==> config.mk <==
export PLATFORM = sky130hd
export DESIGN_NAME = ripple_carry_adder_4bit_flat
export DESIGN_NICKNAME = d
export VERILOG_FILES = /design/src/rtl/ripple_carry_adder_4bit_if.sv /design/src/rtl/ripple_carry_adder_4bit.sv /design/src/flat_wrapper.sv
export SDC_FILE = /design/constraint.sdc
export NUM_CORES = 1
export LEC_CHECK = 0
export ABC_AREA = 1
export CORE_AREA = 5 5 42 44
export DETAILED_ROUTE_END_ITERATION = 6
export DIE_AREA = 0 0 47 49
export PLACE_DENSITY = 0.57
export SLEW_MARGIN = 10
export SYNTH_ARGS = -nofsm -noshare
export SYNTH_HDL_FRONTEND = slang
export SYNTH_SLANG_ARGS = --single-unit
==> constraint.sdc <==
create_clock -name clk -period 1.15 [get_ports clk]
set_input_delay 0.115 -clock clk [delete_from_list [all_inputs] [get_ports clk]]
set_output_delay 0.115 -clock clk [all_outputs]
set_load 0.01 [all_outputs]
==> src/rtl/ripple_carry_adder_4bit_if.sv <==
// ---------------------------------------------------------------------------
// ripple_carry_adder_4bit_if
//
// Purpose:
//   Bundles the operand/result signals of the registered ripple-carry adder
//   so that the adder and its user connect through one port.
//
// Signals:
//   in_valid   master -> slave  operands valid this cycle
//   a          master -> slave  operand A, unsigned, WIDTH bits
//   b          master -> slave  operand B, unsigned, WIDTH bits
//   cin        master -> slave  carry-in to bit 0
//   sum        slave -> master  registered sum, WIDTH bits
//   carry      slave -> master  registered carry-out of the MSB
//   overflow   slave -> master  registered two's-complement overflow
//   out_valid  slave -> master  one-cycle pulse when a new result is held
//
// Modports:
//   master  the block that supplies operands and consumes results
//   slave   the adder itself
// ---------------------------------------------------------------------------
interface ripple_carry_adder_4bit_if #(
    parameter int WIDTH = 4
);

    logic             in_valid;
    logic [WIDTH-1:0] a;
    logic [WIDTH-1:0] b;
    logic             cin;
    logic [WIDTH-1:0] sum;
    logic             carry;
    logic             overflow;
    logic             out_valid;

    modport master (
        output in_valid,
        output a,
        output b,
        output cin,
        input  sum,
        input  carry,
        input  overflow,
        input  out_valid
    );

    modport slave (
        input  in_valid,
        input  a,
        input  b,
        input  cin,
        output sum,
        output carry,
        output overflow,
        output out_valid
    );

endinterface

==> src/rtl/ripple_carry_adder_4bit.sv <==
// ---------------------------------------------------------------------------
// ripple_carry_adder_4bit
//
// Purpose:
//   Registered WIDTH-bit ripple-carry adder computing {carry,sum} = a+b+cin.
//   The datapath is an explicit chain of 1-bit full adders (no lookahead)
//   feeding output registers that capture on each clock edge where
//   in_valid is high. There are no input registers, so latency is one cycle
//   and throughput is one result per clock.
//
// Parameters:
//   WIDTH      operand/sum width in bits (>= 1), default 4
//
// Ports:
//   clk        in   single clock, rising edge
//   rst_n      in   asynchronous assert, active-low reset
//   adder      slave modport of ripple_carry_adder_4bit_if
//                (in_valid, a, b, cin in; sum, carry, overflow, out_valid out)
// ---------------------------------------------------------------------------

// One full-adder cell of the ripple chain.
module FullAdderCell (
    input  logic a_i,
    input  logic b_i,
    input  logic c_i,
    output logic s_o,
    output logic c_o
);

    logic propagate;

    // Carry is generated by a&b or propagated from the incoming carry when
    // exactly one operand bit is set.
    assign propagate = a_i ^ b_i;
    assign s_o       = propagate ^ c_i;
    assign c_o       = (a_i & b_i) | (c_i & propagate);

endmodule

module ripple_carry_adder_4bit #(
    parameter int WIDTH = 4
) (
    input  logic                           clk,
    input  logic                           rst_n,
    ripple_carry_adder_4bit_if.slave       adder
);

    // carryChain[i] is the carry into bit i; carryChain[WIDTH] is carry-out.
    logic [WIDTH:0]   carryChain;
    logic [WIDTH-1:0] sumBits;
    logic             overflowBit;

    logic [WIDTH-1:0] sum_q;
    logic [WIDTH-1:0] sum_d;
    logic             carry_q;
    logic             carry_d;
    logic             overflow_q;
    logic             overflow_d;
    logic             outValid_q;
    logic             outValid_d;

    assign carryChain[0] = adder.cin;

    // Explicit ripple chain: each cell waits on the carry from the one below.
    for (genvar i = 0; i < WIDTH; i++) begin : g_rippleChain
        FullAdderCell u_cell (
            .a_i (adder.a[i]),
            .b_i (adder.b[i]),
            .c_i (carryChain[i]),
            .s_o (sumBits[i]),
            .c_o (carryChain[i+1])
        );
    end

    // Signed overflow: the carry into the sign bit differs from the carry out
    // of it. For WIDTH == 1 the carry into the sign bit is cin itself.
    assign overflowBit = carryChain[WIDTH] ^ carryChain[WIDTH-1];

    // Next-state selection: capture the fresh result only when in_valid is
    // high, otherwise hold, so unknown operands while idle never reach the
    // registers. out_valid simply follows in_valid one cycle later.
    always_comb begin
        sum_d      = sum_q;
        carry_d    = carry_q;
        overflow_d = overflow_q;
        outValid_d = 1'b0;
        if (adder.in_valid) begin
            sum_d      = sumBits;
            carry_d    = carryChain[WIDTH];
            overflow_d = overflowBit;
            outValid_d = 1'b1;
        end
    end

    // Output registers; reset clears everything immediately and discards any
    // result that was about to be captured.
    always_ff @(posedge clk or negedge rst_n) begin
        if (!rst_n) begin
            sum_q      <= '0;
            carry_q    <= 1'b0;
            overflow_q <= 1'b0;
            outValid_q <= 1'b0;
        end else begin
            sum_q      <= sum_d;
            carry_q    <= carry_d;
            overflow_q <= overflow_d;
            outValid_q <= outValid_d;
        end
    end

    assign adder.sum       = sum_q;
    assign adder.carry     = carry_q;
    assign adder.overflow  = overflow_q;
    assign adder.out_valid = outValid_q;

endmodule

==> src/flat_wrapper.sv <==
// flat-port wrapper written by rule: the top's interface ports become plain ports
module ripple_carry_adder_4bit_flat 
#(
    parameter int WIDTH = 4
)
  (clk, rst_n, adder_in_valid, adder_a, adder_b, adder_cin, adder_sum, adder_carry, adder_overflow, adder_out_valid);
  ripple_carry_adder_4bit_if #(.WIDTH(WIDTH)) adder_i ();
  input  logic clk;
  input  logic rst_n;
  input wire logic [$bits(adder_i.in_valid)-1:0] adder_in_valid;
  input wire logic [$bits(adder_i.a)-1:0] adder_a;
  input wire logic [$bits(adder_i.b)-1:0] adder_b;
  input wire logic [$bits(adder_i.cin)-1:0] adder_cin;
  output wire logic [$bits(adder_i.sum)-1:0] adder_sum;
  output wire logic [$bits(adder_i.carry)-1:0] adder_carry;
  output wire logic [$bits(adder_i.overflow)-1:0] adder_overflow;
  output wire logic [$bits(adder_i.out_valid)-1:0] adder_out_valid;
  assign adder_i.in_valid = adder_in_valid;
  assign adder_i.a = adder_a;
  assign adder_i.b = adder_b;
  assign adder_i.cin = adder_cin;
  assign adder_sum = adder_i.sum;
  assign adder_carry = adder_i.carry;
  assign adder_overflow = adder_i.overflow;
  assign adder_out_valid = adder_i.out_valid;
  ripple_carry_adder_4bit #(.WIDTH(WIDTH)) u_core (.clk(clk), .rst_n(rst_n), .adder(adder_i));
endmodule
[After elaboration in Yosys (flattened, before gate mapping)]
Index checks and enable logic that the tools add are counted.
Word-level totals
  bits of input ports: 12
  register bits: 7
  word-level logic and storage cells: 26
  output and inout bits: 7
Cells by class
  bitwise operators: 21
  mux-type cells: 1
Operators by type and width (number)
  bitwise XOR 1 bit: 9
  bitwise AND 1 bit: 8
  bitwise OR 1 bit: 4
  2-to-1 mux 1 bit: 1

[Depth between registers and ports, before layout]
Gate-level depths: netlist of run 1.
  depth after elaboration: 10
  mapped depth: 11
  mapped depth without buffers: 11

[By module]
From an unflattened synthesis of run 1, not the netlist that was laid out.
Second synthesis, totals
  cell total of the unflattened synthesis: 33
  area, all modules: 344.1 um^2
By module, submodules not included
  ripple_carry_adder_4bit: area each 264.0 um^2, cells an instance 29, instances 1, sequential area each 175.2 um^2
  FullAdderCell: area each 20.0 um^2, cells an instance 1, instances 4, sequential area each 0.0 um^2

[Worst setup path before layout of run 1]
No wires, ideal clock.
  kind: input to register
  from: input port adder_cin
  to: register u_core.sum_q[3] (netlist: u_core.adder.sum[3])
  required time: 1.076 ns
  buffers on the path: 0
  stages on the path: 8
  slack: -0.687 ns
  setup time: 0.074 ns
  arrival: 1.763 ns
  cell sequence: fa_1 > inv_1 > fa_1 > inv_1 > fa_1 > inv_1 > fa_1 > o21ai_2
Between the ends
  word-level cells in the longest chain between the ends: 7
Ends and longest elaborated chain
  start: declaration: line flat_wrapper.sv:13  | input wire logic [$bits(adder_i.cin)-1:0] adder_cin;
  bitwise AND 1 bit: line ripple_carry_adder_4bit.sv:36  | assign c_o = (a_i & b_i) | (c_i & propagate);
  bitwise OR 1 bit: line ripple_carry_adder_4bit.sv:36
  bitwise AND 1 bit: line ripple_carry_adder_4bit.sv:36
  bitwise OR 1 bit: line ripple_carry_adder_4bit.sv:36
  bitwise AND 1 bit: line ripple_carry_adder_4bit.sv:36
  bitwise OR 1 bit: line ripple_carry_adder_4bit.sv:36
  bitwise XOR 1 bit: line ripple_carry_adder_4bit.sv:35  | assign s_o = propagate ^ c_i;
  end signal: assignment: line ripple_carry_adder_4bit.sv:104  | sum_q <= sum_d;
  end: declaration: line ripple_carry_adder_4bit.sv:53  | logic [WIDTH-1:0] sum_q;
No other way between the ends.
A chain may end at the register's enable or synchronous reset.

[Final worst setup path of run 1]
Same ends and word-level chain as after synthesis.

==> results of run 1 <==
==> worst max-delay path, delay by kind of cell <==
| kind | cells | cell delay [ps] |
|---|---|---|
| adder cells (fa/ha/maj) | 4 | 1320 |
| buffers and inverters | 4 | 260 |
| AO/OA/AOI/OAI | 1 | 130 |
==> routing by layer <==
layer,global-route usage [%],up-vias
met5,0,-
met4,8.29,0
met3,4.43,3
met2,11.3,14
met1,9.45,130
li1,-,153
==> cell families (layout without fill, tap and decap cells) <==
logic type / count (synthesis) / in the layout / synth area share [%]
AND/OR/NAND/NOR: 14 / 14 / 14.9
buffers and inverters: 9 / 33 / 9.34
flip-flops: 7 / 7 / 48.4
adder cells (fa/ha/maj): 4 / 4 / 22.1
AO/OA/AOI/OAI: 3 / 3 / 5.19
==> synthesized netlist by cell type <==
| library cell | instances |
|---|---|
| nand2_1 | 13 |
| inv_1 | 8 |
| dfrtp_1 | 7 |
| fa_1 | 4 |
| o21ai_1 | 2 |
| inv_2 | 1 |
| nand3_1 | 1 |
| o21ai_2 | 1 |
==> timing repair <==
item,in CTS,in global routing
setup buffers,1,1
gates cloned,0,0
gates resized for setup,26,2
setup endpoints to repair,12,4
pin swaps,7,0
hold buffers,0,0
==> cell type report <==
cell class	count	area (um2)
Sequential cell	7	175
Timing Repair Buffer	20	179
Fill cell	161	800
Inverter	9	33.8
Tap cell	16	20.0
Multi-Input combinational cell	21	168
Clock buffer	4	26.3
==> through the flow <==
stage	setup WS, ps	instance area (um2)	setup TNS, ps
2_1_floorplan	-630	369	-1890
3_3_place_gp	-1160	577	-4650
3_5_place_dp	-1190	577	-4770
4_1_cts	-482	597	-1270
5_1_grt	-533	602	-1510
6_report	-481	602	-1270
==> flip-flops by register name, summed over array words and instances (netlist names) <==
| register | cells |
|---|---|
| u_core.adder.overflow | 1 |
| u_core.adder.carry | 1 |
| u_core.adder.sum | 4 |
| u_core.adder.out_valid | 1 |
==> cells in the final DEF, fill, tap and decap left out <==
cell type,instances
buf_6,2
buf_2,2
o21ai_1,2
buf_4,1
inv_1,3
dfrtp_1,7
clkdlybuf4s50_1,6
o21ai_2,1
nand2_1,13
inv_2,6
clkbuf_1,1
dlygate4sd2_1,9
clkbuf_4,3
nand3_2,1
fa_2,4
==> where the power goes <==
part           internal (uW)  leakage, uW  switching (uW)
clock network            133    0.0000150            93.7
logic                    110     0.000210            95.1
registers                282    0.0000845            18.2
total                    525     0.000309             207
==> final timing paths <==
check,start,endpoint,slack [ps],cells after the start
setup / recovery,adder_cin,u_core.adder.sum[3]$_DFFE_PN0P_,-480,9
hold / removal,rst_n,u_core.adder.carry$_DFFE_PN0P_,110,1
setup reg to reg,u_core.adder.sum[3]$_DFFE_PN0P_,u_core.adder.sum[3]$_DFFE_PN0P_,530,2
hold reg to reg,u_core.adder.sum[0]$_DFFE_PN0P_,u_core.adder.sum[0]$_DFFE_PN0P_,470,2
max in group asynchronous,rst_n,u_core.adder.sum[0]$_DFFE_PN0P_,820,1
min in group clk,adder_cin,u_core.adder.sum[0]$_DFFE_PN0P_,250,4
==> flow_summary_export.csv, run 1 <==
group,metric,value,unit
detailed_routing,vias_per_cell,3.90,
setup_path,cpPeakStageDelay,430,ps
grt,grt_max_degree,10,
layout,antenna_cells,0,
pwr,p_total,732,uW
run,maxCapViolCount,0,
clocking,cts_made_buffers,3,
clocking,clk_path_buf_depth,2,
grt,antenna_found_initial,0,
timing,setup_viol,4,
timing,fmax,0.613,GHz
die,start_util,25.8,%
clocking,cts-root-buf,"clkbuf_4",
setup_path,startpoint_type,"primary input",
detailed_routing,firstDrtPassIters,2,
detailed_routing,detail_route.iter0.violations,3,
synthesis,postSynthCellCount,37,
setup_path,path_common_cell,"fa_2",
grt,grt_overflow_total,0,
timing,rsz0062_at_grt,"true",
layout,drive_gt1_share,32.8,%
synthesis,syn-num-nets,53,
synthesis,yosysWarningCount,0,
grt,gr-usage-all-layers,8.65,%
timing,slew_violations,0,
layout,fin_util,42.9,%
synthesis,syn-cell-area,362,um2
timing,relSlewSlack,80.2,%
detailed_routing,routed.top_layer,"met4",
clocking,clkSinkCount,7,
detailed_routing,wl_met1,278,um
setup_path,worstPathMaxFanout,2,
synthesis,avgSynthCellArea,9.77,um2
run_status,violations,"setup timing",
grt,grt_pass1_wl,1320,um
pwr,p_leak,0.000309,uW
detailed_routing,met2_length,333,um
synthesis,synth_top_area_share,48.4,%
clocking,clk_latency,260,ps
synthesis,ys_seq_area_share,48.4,%
die,rows,14,
min_path,min_path_type,"primary input to async pin",
timing,worstMarginPinSlew,296,ps
setup_path,arrival,1820,ps
layout,nNetsFinal,78,
placement,io_buffers,18,
setup_path,worstSetupPathType,"primary input to register",
detailed_routing,drtAntennaViolNets,0,
run_status,status,"finished with violations",
timing,hold_violations,0,
timing,min_period,1630,ps
setup_path,cp_slowest_cell,"fa_2",
die,die_y,49,um
timing,period_share,142,%
placement,place_congestion,0.666,
setup_path,required,1340,ps
synthesis,synth-seq-cells,7,
layout,syn_to_final_growth,66.4,%
clocking,clk_pin_slew,50,ps
placement,placed_cells,72,
detailed_routing,dr_total_vias,300,
pwr,ir_drop,0.000552,V
timing,fin_skew,0,ps
detailed_routing,drt_wl_total,719,um
detailed_routing,wl_met3,76,um
clocking,tritoncts,"built",
grt,grt_pass1_vias,330,
clocking,cts_max_level,1,
synthesis,synth_area_leaders,"dfrtp_1, fa_1, nand2_1",
timing,fin_ws,-481,ps
die,coreArea,1400,um2
detailed_routing,drc,0,
pwr,power_density,1220,nW/um2
timing,whs,107,ps
synthesis,yosysTopAreaCell,"dfrtp_1",
die,die_area,2300,um2
setup_path,path_cells,"buf_6 -> fa_2 -> inv_2 -> fa_2 -> inv_2 -> fa_2 -> inv_2 -> fa_2 -> o21ai_2",
setup_path,end_kind,"register",
detailed_routing,wire_per_inst,9.34,um
die,io_pins,19,
die,die_w,47,um
synthesis,synth_cell_types,8,
layout,fin_cells,77,
Power figures use the tool's default switching activity.
==> inputs of run 2 (changes only) <==
- PLACE_DENSITY: 0.57 -> 0.63
- SKIP_CTS_REPAIR_TIMING: not set -> 1
==> flow_summary_export.csv, run 2 (synthesis results as in run 1) <==
group,metric,value,unit
run_status,status,"finished with violations",
run_status,violations,"setup timing",
timing,fmax,0.593,GHz
clocking,cts-root-buf,"clkbuf_4",
layout,layout_common_cells,"nand2_1, dlymetal6s2s_1, dfrtp_1, inv_2, clkdlybuf4s50_1",
detailed_routing,vias_per_cell,4.01,
timing,rsz0062_at_grt,"true",
grt,grt_max_degree,10,
timing,hold_violations,0,
grt,grt_pass1_wl,1210,um
pwr,ir_drop,0.000415,V
detailed_routing,drt_wl_total,824,um
pwr,power_density,1170,nW/um2
setup_path,cp_slowest_cell,"fa_2",
timing,fin_skew,0,ps
timing,setup_viol,4,
placement,place_congestion,0.603,
setup_path,end_kind,"register",
die,io_pins,19,
detailed_routing,firstDrtPassIters,2,
layout,final_common_cell,"nand2_1",
run,maxCapViolCount,0,
die,die_area,2300,um2
min_path,min_path_type,"primary input to async pin",
setup_path,rr_worst_depth,2,
pwr,p_total,745,uW
placement,dp_hpwl,664,um
detailed_routing,detail_route.iter0.violations,5,
die,coreArea,1400,um2
setup_path,startpoint_type,"primary input",
die,start_util,25.8,%
layout,fillers,153,
timing,period_share,147,%
setup_path,path_cells,"buf_6 -> fa_2 -> inv_2 -> fa_2 -> inv_2 -> fa_2 -> inv_2 -> fa_2 -> o21ai_2",
setup_path,r2r-start,"u_core.adder.sum[1]$_DFFE_PN0P_",
layout,syn_to_final_growth,76.8,%
timing,min_period,1690,ps
setup_path,rrSetupSlack,520,ps
grt,grt_overflow_total,0,
clocking,clk_latency,240,ps
detailed_routing,drc,0,
clocking,clk_path_buf_depth,2,
setup_path,r2r_end,"u_core.adder.sum[1]$_DFFE_PN0P_",
grt,grt_pass1_vias,319,
clocking,clk_pin_slew,50,ps
clocking,cts_max_level,1,
detailed_routing,dr_total_vias,309,
timing,fin_ws,-536,ps
timing,slew_violations,0,
die,rows,14,
placement,io_buffers,18,
setup_path,path_common_cell,"fa_2",
layout,largest_reg_flops,4,
setup_path,required,1320,ps
setup_path,cpPeakStageDelay,430,ps
layout,drive_gt1_share,34.4,%
layout,fin_util,45.6,%
grt,gr-usage-all-layers,7.99,%
clocking,tritoncts,"built",
detailed_routing,wire_per_inst,10.7,um
timing,relSlewSlack,78.9,%
layout,antenna_cells,0,
detailed_routing,drtAntennaViolNets,0,
clocking,clkSinkCount,7,
die,die_y,49,um
die,die_w,47,um
clocking,cts_made_buffers,3,
grt,antenna_found_initial,0,
timing,worstMarginPinSlew,315,ps
setup_path,worstSetupPathType,"primary input to register",
setup_path,worstPathMaxFanout,2,
pwr,p_leak,0.000389,uW
setup_path,arrival,1860,ps
layout,nNetsFinal,78,
-- run 2: cell types whose count changed in the layout (fill, tap and decap cells not counted), sizes merged --
cell	delta
clkbuf	+2
dlymetal6s2s	+9
buf	-2
dlygate4sd2	-9
-- run 2: layout make-up --
cell class	instances	area, um2	share of cell area, %
multi-input combinational	21	171	26.8
inverter	9	33.8	5.28
timing repair buffer	20	213	33.3
tap	16	20.0	3.13
clock buffer	4	26.3	4.11
sequential	7	175	27.4
-- run 2: worst max-delay path by stage --
stage                     startpoint                                 to  slack (ps)  depth (start not counted)
after floorplan            adder_cin    u_core.adder.sum[3]$_DFFE_PN0P_        -630                          8
after global placement     adder_cin  u_core.adder.overflow$_DFFE_PN0P_       -1150                         12
after detailed placement   adder_cin  u_core.adder.overflow$_DFFE_PN0P_       -1190                         12
after CTS                  adder_cin  u_core.adder.overflow$_DFFE_PN0P_        -920                         12
after global routing      adder_a[0]    u_core.adder.sum[3]$_DFFE_PN0P_        -590                          9
final                     adder_a[0]    u_core.adder.sum[3]$_DFFE_PN0P_        -540                          9
-- run 2: worst max-delay path, delay by kind of cell --
kind / cells / cell delay [ps]
buffers and inverters: 4 / 280
adders and majority gates: 4 / 1330
AOI/OAI and AO/OA: 1 / 130
-- run 2: report_power, final --
| group | total [uW] | switching [uW] | internal (uW) | leakage, uW |
|---|---|---|---|---|
| registers | 299 | 16.5 | 282 | 0.0000845 |
| logic | 231 | 102 | 129 | 0.000289 |
| clock network | 216 | 83.7 | 132 | 0.0000150 |
| total | 745 | 202 | 543 | 0.000389 |
-- run 2: routing by layer --
metal / track usage [%] / vias to the layer above / routed length, um
li1: - / 154 / -
met1: 7.55 / 142 / 289
met2: 11.8 / 11 / 443
met3: 2.21 / 2 / 66
met4: 9.68 / 0 / 25
met5: 0 / - / 0
-- run 2: through the flow --
step / TNS (ps) / hold slack [ps] / instance area, um2 / cells / setup slack, ps
3_5_place_dp: -4810 / 391 / 577 / 72 / -1190
6_report: -1550 / 129 / 639 / 77 / -536
4_1_cts: -4050 / 127 / 603 / 76 / -924
2_1_floorplan: -1890 / -181 / 369 / 37 / -630
3_3_place_gp: -4640 / 391 / 577 / 72 / -1150
5_1_grt: -1820 / 138 / 639 / 77 / -589
